### config.mk
export PLATFORM = sky130hd
export DESIGN_NAME = vga_pattern_sequencer_flat
export DESIGN_NICKNAME = d
export VERILOG_FILES = /design/src/rtl/vga_pattern_sequencer_if.sv /design/src/rtl/vga_pattern_sequencer.sv /design/src/flat_wrapper.sv
export SDC_FILE = /design/constraint.sdc
export NUM_CORES = 1
export LEC_CHECK = 0
export ABC_AREA = 1
export ABC_CLOCK_PERIOD_IN_PS = 2780
export BUFFER_PORTS_ARGS = -buffer_cell sky130_fd_sc_hd__buf_2
export CAP_MARGIN = 10
export CORE_ASPECT_RATIO = 1.1
export CORE_MARGIN = 1.5
export CORE_UTILIZATION = 45
export DETAILED_ROUTE_END_ITERATION = 10
export PLACE_DENSITY = 0.81
export SLEW_MARGIN = 15
export SYNTH_ARGS = -nofsm -noshare
export SYNTH_HDL_FRONTEND = slang
export SYNTH_SLANG_ARGS = --single-unit
### constraint.sdc
create_clock -name iVGA_CLK -period 2.78 [get_ports iVGA_CLK]
set_input_delay 0.139 -clock iVGA_CLK [delete_from_list [all_inputs] [get_ports iVGA_CLK]]
set_output_delay 0.139 -clock iVGA_CLK [all_outputs]
set_load 0.02 [all_outputs]
### src/rtl/vga_pattern_sequencer_if.sv
// rtl/vga_pattern_sequencer_if.sv - pixel position, pattern bank and RGB bus between generators, sequencer and VGA controller
interface vga_pattern_sequencer_if #(
    parameter int NUM_PAT = 5
);
    logic [9:0]           iVGA_X;
    logic [9:0]           iVGA_Y;
    logic [NUM_PAT*10-1:0] iPAT_R;
    logic [NUM_PAT*10-1:0] iPAT_G;
    logic [NUM_PAT*10-1:0] iPAT_B;
    logic [9:0]           oRed;
    logic [9:0]           oGreen;
    logic [9:0]           oBlue;

    modport slave (
        input  iVGA_X, iVGA_Y, iPAT_R, iPAT_G, iPAT_B,
        output oRed, oGreen, oBlue
    );

    modport master (
        output iVGA_X, iVGA_Y, iPAT_R, iPAT_G, iPAT_B,
        input  oRed, oGreen, oBlue
    );
endinterface

### src/rtl/vga_pattern_sequencer.sv
// rtl/vga_pattern_sequencer.sv - frame-aligned pattern scheduler with black-frame insertion
// Optional top-left index bar when VGA_PAT_SEQ_OSD_EN is defined.
module vga_pattern_sequencer #(
    parameter int NUM_PAT      = 5,
    parameter int DWELL_FRAMES = 120,
    parameter int BLANK_FRAMES = 2
) (
    input  logic                          iVGA_CLK,
    input  logic                          iRST_N,
    vga_pattern_sequencer_if.slave        vga,
    input  logic                          iNEXT,
    input  logic                          iAUTO,
    output logic [2:0]                    oPAT_SEL,
    output logic                          oFRAME_START,
    output logic                          oBLANKING
);
    typedef enum logic [1:0] {
        ST_SHOW  = 2'd0,
        ST_PEND  = 2'd1,
        ST_BLANK = 2'd2
    } state_t;

    localparam logic [2:0] LAST_SEL   = 3'(NUM_PAT - 1);
    localparam logic [7:0] DWELL_LAST = 8'(DWELL_FRAMES - 1);
    localparam logic [7:0] BLANK_INIT = 8'(BLANK_FRAMES);

    state_t     state_q, state_d;
    logic [2:0] sel_q, sel_d;
    logic [7:0] dwell_q, dwell_d;
    logic [7:0] blank_q, blank_d;
    logic       prev_origin_q;
    logic       fs_q;
    logic       blanking_q;
    logic [9:0] red_q, red_d;
    logic [9:0] green_q, green_d;
    logic [9:0] blue_q, blue_d;

    logic       origin;
    logic       fs;
    logic       do_switch;
    logic [9:0] pat_r, pat_g, pat_b;

    assign origin = (vga.iVGA_X == 10'd0) && (vga.iVGA_Y == 10'd0);
    assign fs     = origin && !prev_origin_q;

    always_comb begin
        state_d   = state_q;
        sel_d     = sel_q;
        dwell_d   = dwell_q;
        blank_d   = blank_q;
        do_switch = 1'b0;

        case (state_q)
            ST_SHOW: begin
                if (fs) begin
                    if (iNEXT) begin
                        do_switch = 1'b1;
                    end else if (iAUTO) begin
                        if (dwell_q == DWELL_LAST) begin
                            do_switch = 1'b1;
                        end else begin
                            dwell_d = dwell_q + 8'd1;
                        end
                    end
                end else if (iNEXT) begin
                    state_d = ST_PEND;
                end
            end
            ST_PEND: begin
                // Extra iNEXT pulses fall through here: only one switch is ever pending.
                if (fs) begin
                    do_switch = 1'b1;
                end
            end
            ST_BLANK: begin
                dwell_d = 8'd0;
                if (fs) begin
                    blank_d = blank_q - 8'd1;
                    if (blank_q == 8'd1) begin
                        state_d = ST_SHOW;
                    end
                end
            end
            default: begin
                state_d = ST_SHOW;
            end
        endcase

        if (!iAUTO) begin
            dwell_d = 8'd0;
        end

        // A single switch point keeps coincident next/dwell/pending events to one step.
        if (do_switch) begin
            sel_d   = (sel_q == LAST_SEL) ? 3'd0 : sel_q + 3'd1;
            dwell_d = 8'd0;
            if (BLANK_FRAMES != 0) begin
                blank_d = BLANK_INIT;
                state_d = ST_BLANK;
            end else begin
                state_d = ST_SHOW;
            end
        end
    end

    always_comb begin
        pat_r = 10'd0;
        pat_g = 10'd0;
        pat_b = 10'd0;
        for (int k = 0; k < NUM_PAT; k++) begin
            if (sel_d == 3'(k)) begin
                pat_r = vga.iPAT_R[k*10 +: 10];
                pat_g = vga.iPAT_G[k*10 +: 10];
                pat_b = vga.iPAT_B[k*10 +: 10];
            end
        end
    end

`ifdef VGA_PAT_SEQ_OSD_EN
    logic [9:0] osd_xlim;
    assign osd_xlim = {4'd0, sel_d, 3'd0} + 10'd8;

    always_comb begin
        red_d   = pat_r;
        green_d = pat_g;
        blue_d  = pat_b;
        if (state_d == ST_BLANK) begin
            red_d   = 10'd0;
            green_d = 10'd0;
            blue_d  = 10'd0;
        end else if ((vga.iVGA_Y < 10'd8) && (vga.iVGA_X < osd_xlim)) begin
            red_d   = 10'd1023;
            green_d = 10'd0;
            blue_d  = 10'd0;
        end
    end
`else
    always_comb begin
        red_d   = pat_r;
        green_d = pat_g;
        blue_d  = pat_b;
        if (state_d == ST_BLANK) begin
            red_d   = 10'd0;
            green_d = 10'd0;
            blue_d  = 10'd0;
        end
    end
`endif

    // Outputs are registered from next-state so the first black pixel lands right after the switching fs.
    always_ff @(posedge iVGA_CLK or negedge iRST_N) begin
        if (!iRST_N) begin
            state_q       <= ST_SHOW;
            sel_q         <= 3'd0;
            dwell_q       <= 8'd0;
            blank_q       <= 8'd0;
            prev_origin_q <= 1'b1;
            fs_q          <= 1'b0;
            blanking_q    <= 1'b0;
            red_q         <= 10'd0;
            green_q       <= 10'd0;
            blue_q        <= 10'd0;
        end else begin
            state_q       <= state_d;
            sel_q         <= sel_d;
            dwell_q       <= dwell_d;
            blank_q       <= blank_d;
            prev_origin_q <= origin;
            fs_q          <= fs;
            blanking_q    <= (state_d == ST_BLANK);
            red_q         <= red_d;
            green_q       <= green_d;
            blue_q        <= blue_d;
        end
    end

    assign vga.oRed     = red_q;
    assign vga.oGreen   = green_q;
    assign vga.oBlue    = blue_q;
    assign oPAT_SEL     = sel_q;
    assign oFRAME_START = fs_q;
    assign oBLANKING    = blanking_q;
endmodule

### src/flat_wrapper.sv
// flat-port wrapper written by rule: the top's interface ports become plain ports
module vga_pattern_sequencer_flat 
#(
    parameter int NUM_PAT      = 5,
    parameter int DWELL_FRAMES = 120,
    parameter int BLANK_FRAMES = 2
)
  (iVGA_CLK, iRST_N, iNEXT, iAUTO, oPAT_SEL, oFRAME_START, oBLANKING, vga_iVGA_X, vga_iVGA_Y, vga_iPAT_R, vga_iPAT_G, vga_iPAT_B, vga_oRed, vga_oGreen, vga_oBlue);
  vga_pattern_sequencer_if #(.NUM_PAT(NUM_PAT)) vga_i ();
  input  logic iVGA_CLK;
  input  logic iRST_N;
  input  logic iNEXT;
  input  logic iAUTO;
  output logic [2:0] oPAT_SEL;
  output logic oFRAME_START;
  output logic oBLANKING;
  input wire logic [$bits(vga_i.iVGA_X)-1:0] vga_iVGA_X;
  input wire logic [$bits(vga_i.iVGA_Y)-1:0] vga_iVGA_Y;
  input wire logic [$bits(vga_i.iPAT_R)-1:0] vga_iPAT_R;
  input wire logic [$bits(vga_i.iPAT_G)-1:0] vga_iPAT_G;
  input wire logic [$bits(vga_i.iPAT_B)-1:0] vga_iPAT_B;
  output wire logic [$bits(vga_i.oRed)-1:0] vga_oRed;
  output wire logic [$bits(vga_i.oGreen)-1:0] vga_oGreen;
  output wire logic [$bits(vga_i.oBlue)-1:0] vga_oBlue;
  assign vga_i.iVGA_X = vga_iVGA_X;
  assign vga_i.iVGA_Y = vga_iVGA_Y;
  assign vga_i.iPAT_R = vga_iPAT_R;
  assign vga_i.iPAT_G = vga_iPAT_G;
  assign vga_i.iPAT_B = vga_iPAT_B;
  assign vga_oRed = vga_i.oRed;
  assign vga_oGreen = vga_i.oGreen;
  assign vga_oBlue = vga_i.oBlue;
  vga_pattern_sequencer #(.NUM_PAT(NUM_PAT), .DWELL_FRAMES(DWELL_FRAMES), .BLANK_FRAMES(BLANK_FRAMES)) u_core (.iVGA_CLK(iVGA_CLK), .iRST_N(iRST_N), .vga(vga_i), .iNEXT(iNEXT), .iAUTO(iAUTO), .oPAT_SEL(oPAT_SEL), .oFRAME_START(oFRAME_START), .oBLANKING(oBLANKING));
endmodule
==> impl_metrics.yaml, run 1 <==
min_path:
  min_from: "vga_iPAT_B[49]"
  worstHoldPathType: "in -> reg"
  whs_endpoint: "u_core.vga.oBlue[9]"
  min_path_cells: 3
final_layout:
  stdcell_count: 831
  diodes: 0
  fin_nets: 901
  final_common_cell: "buf_2"
  drive_above_1_share_pct: 33.89
  fillers: 736
  final_cell_mix: "buf_2 (207), nand3_1 (105), nor2_1 (93)"
  area_growth_pct: 32.85
detailed_routing:
  drtIter0Drc: 227
  ant_nets: 0
  first_pass_iters: 5
  viasPerCell: 5.543
  vias: 4606
  drc: 0
  wire_per_inst_um: 14.92
  routed_wl_mm: 12.40
die:
  dieHeight_um: 99.11
  dieArea_um2: 8956
  rows: 34
  initial_core_util_pct: 47.00
  core_area_um2: 8040
  io_pins: 209
  die_x_um: 90.37
power_and_ir_drop:
  p_leak_nw: 2.634
  ir_drop_mv: 0.1774
  p_per_area_nw_per_um2: 292.9
worst_setup_path:
  cpPeakStageDelay_ns: 0.40
  critPathArrivalTime_ns: 2.72
  cp_common_cell: "nand2_1"
  endpoint_kind: "flop"
  cp_cell_sequence: "ha_1, nand2_1, inv_1, nand3_1, a21oi_4, nand2_4, nand2_1, nand2_1, nand3_2, buf_12, nand2_1, nor2_1, nor2_1"
  reg2reg_depth: 13
  rr_endpoint: "u_core.vga.oGreen[9]"
  crit_slowest_cell: "dfrtp_1"
  path_max_fanout: 60
  reg2reg_slack_ns: 0.26
  setup.worst_path.class: "reg -> reg"
  required_ns: 2.98
  regToRegStartpoint: "u_core.dwell_q[0]"
  cp-start-kind: "flop"
logic_synthesis:
  yosys.area_share.simple_pct: 44.60
  synth_compound_area_share_pct: 8.046
  synth_top_family_by_area: "simple AND/OR/NAND/NOR gates"
  synth_top_area_cell: "dfrtp_1"
  synthAdderAreaFrac_pct: 1.656
  synth_seq_cells: 54
  ys.flop_type: "dfrtp_1"
  ys_warn_count: 0
  yosysUniqueCellTypes: 35
  synth-async-reset-ratio_pct: 100.0
  netlist_area_um2: 3779
  synth_xor_area_share_pct: 0.9272
  synth_top_cell_area_share_pct: 35.10
  synth_fp_nets: 712
  synth.yosys.seq_area_share_pct: 35.79
  synth_edf_count: 0
  synth.avg_cell_area_um2: 7.089
  synthMuxAreaShare_pct: 0
  synthTopCellsByArea: "dfrtp_1 (35%), nand3_1 (14%), nand4_1 (10%)"
  syn-instance-count: 533
place:
  portBuffers: 208
  dp_hpwl_mm: 9.060
  routabilityCongestion: 0.9035
  placedCellCount: 819
clock_network:
  cts_buffers: 5
  htreeDepth: 2
  clkTransAtPathRegs_ns: 0.10
  cts_sinks: 54
  cts_root_buffer: "clkbuf_8"
  clock_path_buffers: 2
  insertion_delay_ns: 0.31
  tritoncts: "yes"
global_routing:
  antenna_found_initial: 0
  grt_pass1_vias: 4270
  grt_pass1_wl_mm: 19.53
  grt_overflow: 0
  grt_max_degree: 63
  grt_usage_pct: 26.86
timing:
  grt_setup_unrepaired: "false"
  relSlewSlack_pct: 58.83
  final-setup-viol-count: 0
  hold_viol: 0
  totalNegativeSetupSlack_ns: 0
  fin_crit_ns: 2.517
  fmax_mhz: 397.3
  finalCritPeriodShare_pct: 90.53
  worst_pin_slew_ns: 0.6175
  drv_slew: 0
  skew_ns: 0.008161
outcome:
  status: "completed"
flow_run:
  cap_violations: 0
-- kinds of logic after synthesis --
kind of cell,after synthesis
compound gates,55
buf+inv,67
xor+xnor,4
fa+ha+maj,5
simple gates,348
flops,54
-- Yosys cell counts (2+ instances only) --
| cell | n |
|---|---|
| buf_4 | 6 |
| nand2_1 | 65 |
| clkbuf_1 | 5 |
| buf_2 | 28 |
| ha_1 | 5 |
| dfrtp_1 | 53 |
| nand3_2 | 2 |
| nand2_2 | 3 |
| nand3_1 | 105 |
| nand2_4 | 2 |
| a21oi_1 | 7 |
| nand4_1 | 63 |
| xor2_1 | 3 |
| and2_1 | 3 |
| inv_1 | 22 |
| nor2_1 | 93 |
| o21ai_1 | 11 |
| buf_6 | 4 |
| o21ai_0 | 33 |
| nor3_1 | 4 |
| nor3b_1 | 2 |
-- final cells by class --
cell class              count  area [um^2]  area share (%)
repair buffers            224         1229           24.48
clock inverters             2        37.54          0.7478
flip-flops and latches     54         1353           26.94
well taps                 108        135.1           2.692
multi-input cells         413         2103           41.90
inverters                  24        90.09           1.795
clock buffers               6        72.57           1.446
-- repair_timing --
| action | in CTS | in global routing |
|---|---|---|
| hold endpoints to repair | 0 | 45 |
| endpoints found under the setup margin | 0 | 30 |
| setup buffers | 0 | 2 |
| hold buffers | 0 | 1 |
| resized for setup | 0 | 1 |
-- where the power goes --
group	total, mW	internal, mW	leakage [nW]	switching, mW
clock network	0.533	0.269	0.0514	0.264
registers	0.785	0.785	0.715	0.00000306
logic	0.152	0.0909	1.87	0.0613
-- sequential cells by signal, summed over array words and instances (netlist names), 2 cells and up --
register / flops
u_core.vga.oRed: 10
u_core.state_q: 2
u_core.vga.oGreen: 10
u_core.vga.oBlue: 10
u_core.oPAT_SEL: 3
u_core.dwell_q: 8
u_core.blank_q: 8
-- critical path: cells and delay by family (launching register included) --
kind / cells / cell delay (ns)
and+or+nand+nor: 9 / 1.17
adders and majority gates: 1 / 0.21
DFF: 1 / 0.40
AOI/OAI and AO/OA: 1 / 0.26
buffers and inverters: 2 / 0.33
-- worst max-delay path by stage --
| stage | startpoint | end | slack [ns] | cells past startpoint |
|---|---|---|---|---|
| floorplan | u_core.dwell_q[0] | u_core.vga.oGreen[0] | 0.83 | 14 |
| global placement | u_core.dwell_q[0] | u_core.vga.oGreen[5] | 0.24 | 13 |
| detailed placement | u_core.dwell_q[0] | u_core.vga.oGreen[9] | 0.13 | 13 |
| CTS | u_core.dwell_q[0] | u_core.vga.oGreen[9] | 0.10 | 13 |
| global route | u_core.dwell_q[1] | u_core.vga.oRed[0] | 0.03 | 13 |
| finish | u_core.dwell_q[0] | u_core.vga.oGreen[9] | 0.26 | 13 |
-- metal layers --
layer  share of wire (%)  routed length [um]  global-route usage, %  up-vias
met5                   0                   0                      0        -
met4                 3.1                 390                  11.11        0
met3                 7.3                 911                  5.810       38
met2                  50                6211                  46.04      219
met1                  39                4889                  32.86     2119
li1                    -                   -                      -     2230
-- per-stage QoR --
stage | cell area (um^2) | setup slack (ns) | util, % | hold WS [ns] | power, mW
after global placement | 4846 | 0.2446 | 60.27 | 0.3863 | 0.9487
after global routing | 5020 | 0.03400 | 62.43 | 0.08491 | 1.525
final | 5020 | 0.2633 | 62.43 | 0.08439 | 1.470
after CTS | 4956 | 0.1043 | 61.64 | 0.04713 | 1.479
after detailed placement | 4846 | 0.1338 | 60.27 | 0.3973 | 0.9508
after floorplan | 3779 | 0.8317 | - | -0.1566 | 0.8092
No activity file was read; power rests on OpenSTA's default activity.
==> run 2: changes to the inputs <==
Settings changed: BUFFER_PORTS_ARGS -buffer_cell sky130_fd_sc_hd__buf_2 to -buffer_cell sky130_fd_sc_hd__buf_4, SLEW_MARGIN 15 to unset.
==> run 2 against run 1 <==
Net effect:
- wire length rose by 6.7%
- design area rose by 9.4%
- clock power barely moved
- sequential power barely moved
- flip-flop and latch count did not move
- register-to-register slack barely moved
- via count rose by 1.1%
- critical path depth did not move
- largest cell class unchanged
- largest power group unchanged
==> impl_metrics.yaml, run 2 (synthesized netlist as in run 1, its figures left out) <==
timing:
  relSlewSlack_pct: 52.86
  final-setup-viol-count: 0
  finalCritPeriodShare_pct: 90.45
  totalNegativeSetupSlack_ns: 0
  grt_setup_unrepaired: "false"
  drv_slew: 0
  skew_ns: 0.01486
  hold_viol: 0
  worst_pin_slew_ns: 0.7071
  fmax_mhz: 397.7
  fin_ws_ns: 0.2656
  fin_crit_ns: 2.514
worst_setup_path:
  reg2reg_slack_ns: 0.27
  required_ns: 2.98
  regToRegStartpoint: "u_core.dwell_q[0]"
  cp-start-kind: "flop"
  reg2reg_depth: 13
  rr_endpoint: "u_core.vga.oBlue[7]"
  endpoint_kind: "flop"
  critPathArrivalTime_ns: 2.71
  setup.worst_path.class: "reg -> reg"
  path_max_fanout: 42
die:
  dieArea_um2: 8956
  rows: 34
  die_x_um: 90.37
  dieHeight_um: 99.11
  core_area_um2: 8040
  io_pins: 209
  initial_core_util_pct: 47.00
power_and_ir_drop:
  power.total_mw: 1.537
  p_per_area_nw_per_um2: 279.8
  p_seq_share_pct: 51.1
  p_int_mw: 1.210
  p_leak_nw: 2.771
  pwr-share-comb_pct: 14.1
  power.switching_mw: 0.3276
  ir_drop_mv: 0.1757
  switching_share_pct: 21.31
  p_clk_share_pct: 34.8
detailed_routing:
  ant_nets: 0
  first_pass_iters: 5
  routed_wl_mm: 13.23
  drc: 0
  wire_per_inst_um: 15.92
  viasPerCell: 5.605
  vias: 4658
  drtIter0Drc: 176
place:
  routabilityCongestion: 0.9126
  placedCellCount: 818
  place_area_um2: 5334
  portBuffers: 208
  dpl_worst_slack_ns: 0.04858
  dp_hpwl_mm: 9.787
min_path:
  whs_endpoint: "u_core.vga.oRed[1]"
  worstHoldPathType: "in -> reg"
  min_path_cells: 3
  min_from: "vga_iPAT_R[41]"
clock_network:
  clkTransAtPathRegs_ns: 0.10
  cts_buffers: 5
  cts_sinks: 54
  clock_path_buffers: 2
  insertion_delay_ns: 0.32
  tritoncts: "yes"
  cts_root_buffer: "clkbuf_8"
  htreeDepth: 2
final_layout:
  fillers: 687
  drive_above_1_share_pct: 34.02
  diodes: 0
  final_cell_mix: "buf_4 (221), nand3_1 (105), nor2_1 (93)"
  area_growth_pct: 45.40
  stdcell_count: 831
  final_common_cell: "buf_4"
  fin_nets: 901
  final_area_um2: 5494
flow_run:
  cap_violations: 0
global_routing:
  grt_max_degree: 77
  grt_usage_pct: 28.79
  grt_overflow: 0
  grt_pass1_wl_mm: 20.88
  antenna_found_initial: 0
  grt_pass1_vias: 4545
outcome:
  status: "completed"
[run 2: cell counts in the layout (fill, tap and decap cells not counted)]
Identical to the previous run, type by type.
[run 2: how the worst max path moves through the flow]
stage / endpoint / from / slack, ns
floorplan: u_core.vga.oGreen[0] / u_core.dwell_q[0] / 0.83
global placement: u_core.vga.oGreen[5] / u_core.dwell_q[0] / 0.23
detailed placement: u_core.vga.oGreen[7] / u_core.dwell_q[0] / 0.05
CTS: u_core.vga.oGreen[7] / u_core.dwell_q[0] / 0.01
global route: u_core.vga.oBlue[2] / u_core.dwell_q[0] / 0.02
finish: u_core.vga.oBlue[7] / u_core.dwell_q[0] / 0.27
[run 2: layout make-up]
type	count	area [um^2]	share of cell area [%]
multi-input combinational	413	2106	38.33
clock inverter	2	37.54	0.6832
timing repair buffer	224	1700	30.95
clock buffer	6	72.57	1.321
inverter	24	90.09	1.640
tap	108	135.1	2.460
sequential	54	1353	24.62
[run 2: repair_timing]
item | CTS | global route
endpoints found under the setup margin | 0 | 30
setup buffers | 0 | 3
gates resized for setup | 0 | 3
hold buffers | 1 | 0
hold endpoints to repair | 53 | 0
[run 2: critical path, cell delays in order (launching register included)]
cell and delay [ns]:
dfrtp_1 0.40, ha_1 0.21, nand2_1 0.08, inv_1 0.09
nand3_1 0.13, a21oi_4 0.30, nand3_1 0.18, nand2_4 0.28
inv_2 0.08, nand3_2 0.09, buf_6 0.29, nand2_1 0.09
nor2_1 0.13, nor2_1 0.05
[run 2: power by group through the flow]
| stage | combinational [mW] | clock (mW) | sequential [mW] |
|---|---|---|---|
| floorplan | 0.00865 | 0 | 0.801 |
| global placement | 0.215 | 0 | 0.800 |
| detailed placement | 0.217 | 0 | 0.800 |
| CTS | 0.218 | 0.542 | 0.785 |
| global route | 0.233 | 0.579 | 0.785 |
| finish | 0.217 | 0.535 | 0.785 |
[run 2: through the flow]
step	hold slack, ns	utilization [%]
after global placement	0.2309	66.34
final	0.09240	68.33
after CTS	0.08452	67.83
after detailed placement	0.2364	66.34
after global routing	0.08930	68.33
after floorplan	-0.1566	-
[run 2: routing by layer]
layer / wire length [um] / GRT usage [%] / up-vias
met5: 0 / 0 / -
met4: 313 / 10.62 / 0
met3: 970 / 6.346 / 24
met2: 7084 / 53.38 / 210
met1: 4863 / 32.31 / 2197
li1: - / - / 2227
